**src/rtl/mips_defs.sv**
```systemverilog
// Shared MIPS decode definitions: opcode/funct codes, write-back select and
// load-extend encodings, and the retiring-instruction decode helper.
package mips_defs;

    localparam logic [5:0] OP_SPECIAL = 6'h00;
    localparam logic [5:0] OP_JAL     = 6'h03;
    localparam logic [5:0] OP_ADDI    = 6'h08;
    localparam logic [5:0] OP_ADDIU   = 6'h09;
    localparam logic [5:0] OP_SLTI    = 6'h0a;
    localparam logic [5:0] OP_ANDI    = 6'h0c;
    localparam logic [5:0] OP_ORI     = 6'h0d;
    localparam logic [5:0] OP_LUI     = 6'h0f;
    localparam logic [5:0] OP_LB      = 6'h20;
    localparam logic [5:0] OP_LH      = 6'h21;
    localparam logic [5:0] OP_LW      = 6'h23;
    localparam logic [5:0] OP_LBU     = 6'h24;
    localparam logic [5:0] OP_LHU     = 6'h25;

    localparam logic [5:0] FN_SLL     = 6'h00;
    localparam logic [5:0] FN_SRL     = 6'h02;
    localparam logic [5:0] FN_SRA     = 6'h03;
    localparam logic [5:0] FN_JR      = 6'h08;
    localparam logic [5:0] FN_JALR    = 6'h09;

    localparam logic [4:0] REG_RA     = 5'd31;

    typedef enum logic [2:0] {
        WB_NONE,
        WB_ALU,
        WB_DM,
        WB_SHIFT,
        WB_PC8
    } wb_sel_e;

    typedef enum logic [2:0] {
        LX_WORD,
        LX_BYTE_S,
        LX_BYTE_U,
        LX_HALF_S,
        LX_HALF_U
    } lx_e;

    typedef struct packed {
        wb_sel_e    sel;
        lx_e        lx;
        logic [4:0] dest;
    } wb_ctrl_t;

    // A bubble (all zeros) decodes as sll $0, which the dest!=0 rule then suppresses.
    function automatic wb_ctrl_t decode_wb(input logic [31:0] instr,
                                           input logic [4:0]  rd,
                                           input logic [4:0]  rt);
        wb_ctrl_t c;
        c.sel  = WB_NONE;
        c.lx   = LX_WORD;
        c.dest = 5'd0;
        unique case (instr[31:26])
            OP_SPECIAL: begin
                c.dest = rd;
                unique case (instr[5:0])
                    FN_SLL, FN_SRL, FN_SRA: c.sel = WB_SHIFT;
                    FN_JALR:                c.sel = WB_PC8;
                    FN_JR: begin
                        c.sel  = WB_NONE;
                        c.dest = 5'd0;
                    end
                    default:                c.sel = WB_ALU;
                endcase
            end
            OP_ADDI, OP_ADDIU, OP_SLTI, OP_ANDI, OP_ORI, OP_LUI: begin
                c.sel  = WB_ALU;
                c.dest = rt;
            end
            OP_LW, OP_LB, OP_LBU, OP_LH, OP_LHU: begin
                c.sel  = WB_DM;
                c.dest = rt;
                unique case (instr[31:26])
                    OP_LB:   c.lx = LX_BYTE_S;
                    OP_LBU:  c.lx = LX_BYTE_U;
                    OP_LH:   c.lx = LX_HALF_S;
                    OP_LHU:  c.lx = LX_HALF_U;
                    default: c.lx = LX_WORD;
                endcase
            end
            OP_JAL: begin
                c.sel  = WB_PC8;
                c.dest = REG_RA;
            end
            default: ;
        endcase
        return c;
    endfunction

endpackage

```
**src/rtl/grf_array.sv**
```systemverilog
// 31x32 general register file ($0 hard-wired to zero) with one write port and
// two read ports that bypass the in-flight write.
module grf_array (
    input  logic        clk,
    input  logic        reset,
    input  logic        we,
    input  logic [4:0]  waddr,
    input  logic [31:0] wdata,
    input  logic [4:0]  raddr_a,
    output logic [31:0] rdata_a,
    input  logic [4:0]  raddr_b,
    output logic [31:0] rdata_b
);

    logic [31:0] regs [1:31];

    // NOTE: this array is built from flops, not a RAM macro, so it can take the
    // asynchronous clear; a RAM-inferred file must not be reset this way.
    always_ff @(posedge clk or negedge reset) begin
        if (!reset) begin
            for (int i = 1; i < 32; i++) begin
                regs[i] <= '0;
            end
        end else if (we && waddr != 5'd0) begin
            // NOTE: state updates use non-blocking assignment so every flop
            // samples pre-edge values regardless of statement order.
            regs[waddr] <= wdata;
        end
    end

    always_comb begin
        // NOTE: assigning a default first keeps every path driven, so no latch.
        rdata_a = '0;
        if (raddr_a != 5'd0) begin
            if (we && raddr_a == waddr) rdata_a = wdata;
            else                        rdata_a = regs[raddr_a];
        end
    end

    always_comb begin
        rdata_b = '0;
        if (raddr_b != 5'd0) begin
            if (we && raddr_b == waddr) rdata_b = wdata;
            else                        rdata_b = regs[raddr_b];
        end
    end

endmodule

```
**src/rtl/wb_stage.sv**
```systemverilog
// MIPS writeback stage: decodes the MEM/WB instruction, extracts load data,
// drives the forwarding bus, owns the register file and counts retirements.
module wb_stage
    import mips_defs::*;
#(
    parameter int RETIRE_W = 32
) (
    input  logic                clk,
    input  logic                reset,
    input  logic [31:0]         in_PC,
    input  logic [31:0]         in_instruction,
    input  logic [31:0]         in_ALUout,
    input  logic [31:0]         in_DMout,
    input  logic [31:0]         in_addr_rd,
    input  logic [31:0]         in_addr_rt,
    input  logic [31:0]         in_Shift,
    input  logic [4:0]          rs_addr,
    input  logic [4:0]          rt_addr,
    output logic [31:0]         rs_data,
    output logic [31:0]         rt_data,
    output logic                wb_we,
    output logic [4:0]          wb_addr,
    output logic [31:0]         wb_data,
    output logic [RETIRE_W-1:0] retire_count
);

    wb_ctrl_t    ctrl;
    logic [7:0]  ld_byte;
    logic [15:0] ld_half;
    logic [31:0] ld_value;
    logic [31:0] sel_data;
    logic        unused_addr_hi;

    assign unused_addr_hi = ^{in_addr_rd[31:5], in_addr_rt[31:5]};

    assign ctrl = decode_wb(in_instruction, in_addr_rd[4:0], in_addr_rt[4:0]);

    always_comb begin
        ld_byte = in_DMout[7:0];
        unique case (in_ALUout[1:0])
            2'd0: ld_byte = in_DMout[7:0];
            2'd1: ld_byte = in_DMout[15:8];
            2'd2: ld_byte = in_DMout[23:16];
            2'd3: ld_byte = in_DMout[31:24];
            default: ;
        endcase
    end

    assign ld_half = in_ALUout[1] ? in_DMout[31:16] : in_DMout[15:0];

    always_comb begin
        ld_value = in_DMout;
        unique case (ctrl.lx)
            LX_BYTE_S: ld_value = {{24{ld_byte[7]}}, ld_byte};
            LX_BYTE_U: ld_value = {24'd0, ld_byte};
            LX_HALF_S: ld_value = {{16{ld_half[15]}}, ld_half};
            LX_HALF_U: ld_value = {16'd0, ld_half};
            default:   ld_value = in_DMout;
        endcase
    end

    always_comb begin
        sel_data = '0;
        unique case (ctrl.sel)
            WB_ALU:   sel_data = in_ALUout;
            WB_DM:    sel_data = ld_value;
            WB_SHIFT: sel_data = in_Shift;
            WB_PC8:   sel_data = in_PC + 32'd8;
            default:  sel_data = '0;
        endcase
    end

    // Gating with reset keeps the bypass quiet too, so reads return 0 during reset.
    assign wb_we   = reset && (ctrl.sel != WB_NONE) && (ctrl.dest != 5'd0);
    assign wb_addr = wb_we ? ctrl.dest : 5'd0;
    assign wb_data = wb_we ? sel_data  : 32'd0;

    grf_array u_grf (
        .clk     (clk),
        .reset   (reset),
        .we      (wb_we),
        .waddr   (wb_addr),
        .wdata   (wb_data),
        .raddr_a (rs_addr),
        .rdata_a (rs_data),
        .raddr_b (rt_addr),
        .rdata_b (rt_data)
    );

    always_ff @(posedge clk or negedge reset) begin
        if (!reset) begin
            retire_count <= '0;
        end else if (in_instruction != 32'd0) begin
            retire_count <= retire_count + RETIRE_W'(1);
        end
    end

endmodule

```
**config.mk**
```make
export PLATFORM = sky130hd
export DESIGN_NAME = wb_stage
export DESIGN_NICKNAME = d
export VERILOG_FILES = /design/src/rtl/mips_defs.sv /design/src/rtl/grf_array.sv /design/src/rtl/wb_stage.sv
export SDC_FILE = /design/constraint.sdc
export NUM_CORES = 2
export LEC_CHECK = 0
export BUFFER_PORTS_ARGS = -buffer_cell sky130_fd_sc_hd__clkbuf_2
export CAP_MARGIN = 20
export CORE_ASPECT_RATIO = 1.4
export CORE_MARGIN = 10
export CORE_UTILIZATION = 30
export CTS_CLUSTER_SIZE = 12
export DETAILED_ROUTE_END_ITERATION = 7
export PLACE_DENSITY = 0.47
export SLEW_MARGIN = 15
export SYNTH_ARGS = -nofsm -noshare
export SYNTH_HDL_FRONTEND = slang
export SYNTH_SLANG_ARGS = --single-unit
export TNS_END_PERCENT = 20
```
**constraint.sdc**
```tcl
create_clock -name clk -period 5.7 [get_ports clk]
set_input_delay 1.14 -clock clk [delete_from_list [all_inputs] [get_ports clk]]
set_output_delay 1.14 -clock clk [all_outputs]
set_load 0.1 [all_outputs]
```
==> out/metrics.yaml <==
global_routing:
  grt_pass1_wl_um: 308000
  overflow: 0
  grtUsageTotal_pct: 20.1
  grt_max_degree: 165
  antenna_found_initial: 2
  grt_pass1_vias: 39517
placement:
  pre_cts_ws_ns: 0.0499
  hpwl_um: 139000
  place_congestion: 0.953
  dp_cells: 6439
  placed_area_sq_um: 65700
  io_buffers: 315
die:
  row_count: 190
  fp.coreArea_sq_um: 191000
  fp.dieH_um: 539
  initial_utilization_pct: 30.1
  die_w_um: 390
  fp.dieArea_sq_um: 210000
  pin_count: 370
clock_tree:
  ctsLongestPathBuffers: 3
  clk_pin_slew_ns: 0.06
  cts_tree: "built"
  insertion_delay_ns: 0.71
  cts.sinks: 1024
  numCtsBuffers: 105
  cts-hold-fix-buffers: 0
  h-tree-depth: 3
  clock-root-buffer: "clkbuf_16"
yosys:
  synth_cell_types: 81
  synth-seq-area-share_pct: 44.4
  yosysWarnings: 0
  ys.flop_type: "dfrtp_1"
  synthesis.nets: 3999
  netlist_instances: 3761
  netlist_area_sq_um: 57600
  async_flop_share_pct: 100
  syn_avg_cell_area_sq_um: 15.3
  synth-seq-cells: 1024
  synth_edf_count: 0
worst_hold_path:
  hp-class: "input port to asynchronous set/reset pin"
worst_setup_path:
  crit_arrival_ns: 4.36
  rr_startpoint: "retire_count[5]"
  reg2reg_to: "retire_count[24]"
  path_max_fanout: 10
  worst-setup-path-type: "input port to output pin"
  rrSetupSlack_ns: 3.34
  cp-start-kind: "input port"
  rr_worst_depth: 7
  crit_path_end_kind: "output pin"
  critical_path_required_ns: 4.56
timing:
  report.final.setup_viol: 0
  fin_crit_ns: 5.50
  worst_slew_pin_slew_ns: 1.12
  min_period_over_period_pct: 96.5
  fin_ws_ns: 0.201
  relSlewSlack_pct: 25.4
  setup-tns-final_ns: 0
  hold_violations: 0
  rsz0062_at_grt: "false"
  drv_slew: 0
  whs_ns: 0.254
  clock_skew_ns: 0.00490
  fmax_mhz: 182
drt:
  dr.first_iter.drc_count: 2554
  dr_wl_met3_um: 9480
  via_count: 37114
  firstDrtPassIters: 7
  drc: 0
  m1WireLength_um: 90000
  wire_per_inst_um: 32.5
  totalWireLength_um: 215000
  vias_per_cell: 5.61
  top_layer: "met4"
  wl_met2_um: 108000
  ant_nets: 0
run_status:
  run_status: "finished, final reports clean"
power_and_ir_drop:
  p_leak_nw: 31.2
  vdd_drop_max_uv: 262
  p_per_area_nw_per_um2: 222
  p_total_mw: 15.3
layout:
  layout.area.seq_sq_um: 25600
  fin_area_sq_um: 69000
  nets: 4289
  drive_above_1_share_pct: 59.6
  layout_common_cells: "dfrtp_1, mux2_2, mux4_2"
  instances_no_fill: 6621
  final_core_util_pct: 36.1
  multi_input_area_sq_um: 31000
  area_growth_pct: 19.7
  fillers: 18187
  final_common_cell: "dfrtp_1"
run:
  maxCapViolations: 0
## cells by family (layout without fill, tap and decap cells)
logic type / after synthesis / count (layout) / share of synthesized area, %
other cells: 0 / 1 / 0
mux: 1775 / 1775 / 45.8
flops: 1024 / 1024 / 44.4
buf+inv: 412 / 775 / 3.16
simple gates: 287 / 287 / 2.70
xor+xnor: 57 / 57 / 0.866
fa+ha+maj: 2 / 2 / 0.0434
compound gates: 204 / 204 / 2.94
## repair_timing
action | 4_1_cts | 5_1_grt
gates resized for setup | 0 | 3
endpoints found under the setup margin | 0 | 34
buffers inserted | 0 | 1
## registers in the layout, indices dropped and copies added (netlist names)
name	count
u_grf.regs	992
retire_count	32
## worst max path at each step
stage | slack (ns) | end | cells past startpoint | start
after floorplan | -0.47 | rs_data[11] | 10 | in_instruction[28]
after global routing | 0.009 | rt_data[20] | 13 | in_instruction[28]
after global placement | 0.07 | rt_data[20] | 13 | in_instruction[31]
after CTS | 0.03 | rt_data[20] | 13 | in_instruction[31]
after detailed placement | 0.05 | rt_data[0] | 12 | in_instruction[31]
final | 0.20 | rt_data[20] | 13 | in_instruction[28]
## layout make-up
cell class / count / share of cell area, %
sequential: 1024 / 37.1
multi-input combinational: 2325 / 44.9
antenna: 1 / 0.00363
clock inverter: 13 / 0.183
inverter: 21 / 0.131
tap: 2496 / 4.52
timing repair buffer: 574 / 8.51
clock buffer: 167 / 4.60
## power by group
group | switching, mW | internal [mW] | leakage [nW]
combinational | 0.803 | 0.398 | 15.3
sequential | 0.00346 | 7.27 | 14.3
clock | 3.06 | 3.80 | 1.62
## synth_stat cells (all sizes together) (21+ instances only)
master | count | area (sq um)
inv | 21 | 78.8
nand3 | 40 | 205
xnor2 | 40 | 350
nor2 | 85 | 322
nand2 | 46 | 173
a211oi | 24 | 185
mux2 | 1064 | 12100
mux4 | 577 | 13000
a22o | 73 | 639
mux2i | 134 | 1340
buf | 216 | 1080
nor3 | 23 | 163
clkbuf | 175 | 657
dfrtp | 1024 | 25600
## per-layer routing
| layer | vias up | track usage (%) |
|---|---|---|
| met2 | 1034 | 34.4 |
| met3 | 305 | 2.76 |
| li1 | 15333 | - |
| met4 | 0 | 7.30 |
| met1 | 20442 | 25.9 |
| met5 | - | 0 |
## worst max-delay path: stages
cell	delay, ns
clkbuf_2	0.12
buf_4	0.17
nor4_2	0.39
and3_1	0.48
a21oi_1	0.16
and2_1	0.22
xnor2_1	0.16
nor4_4	0.46
buf_12	0.24
buf_12	0.16
mux2i_2	0.24
buf_4	0.18
buf_12	0.17
No activity file was read; power rests on OpenSTA's default activity.
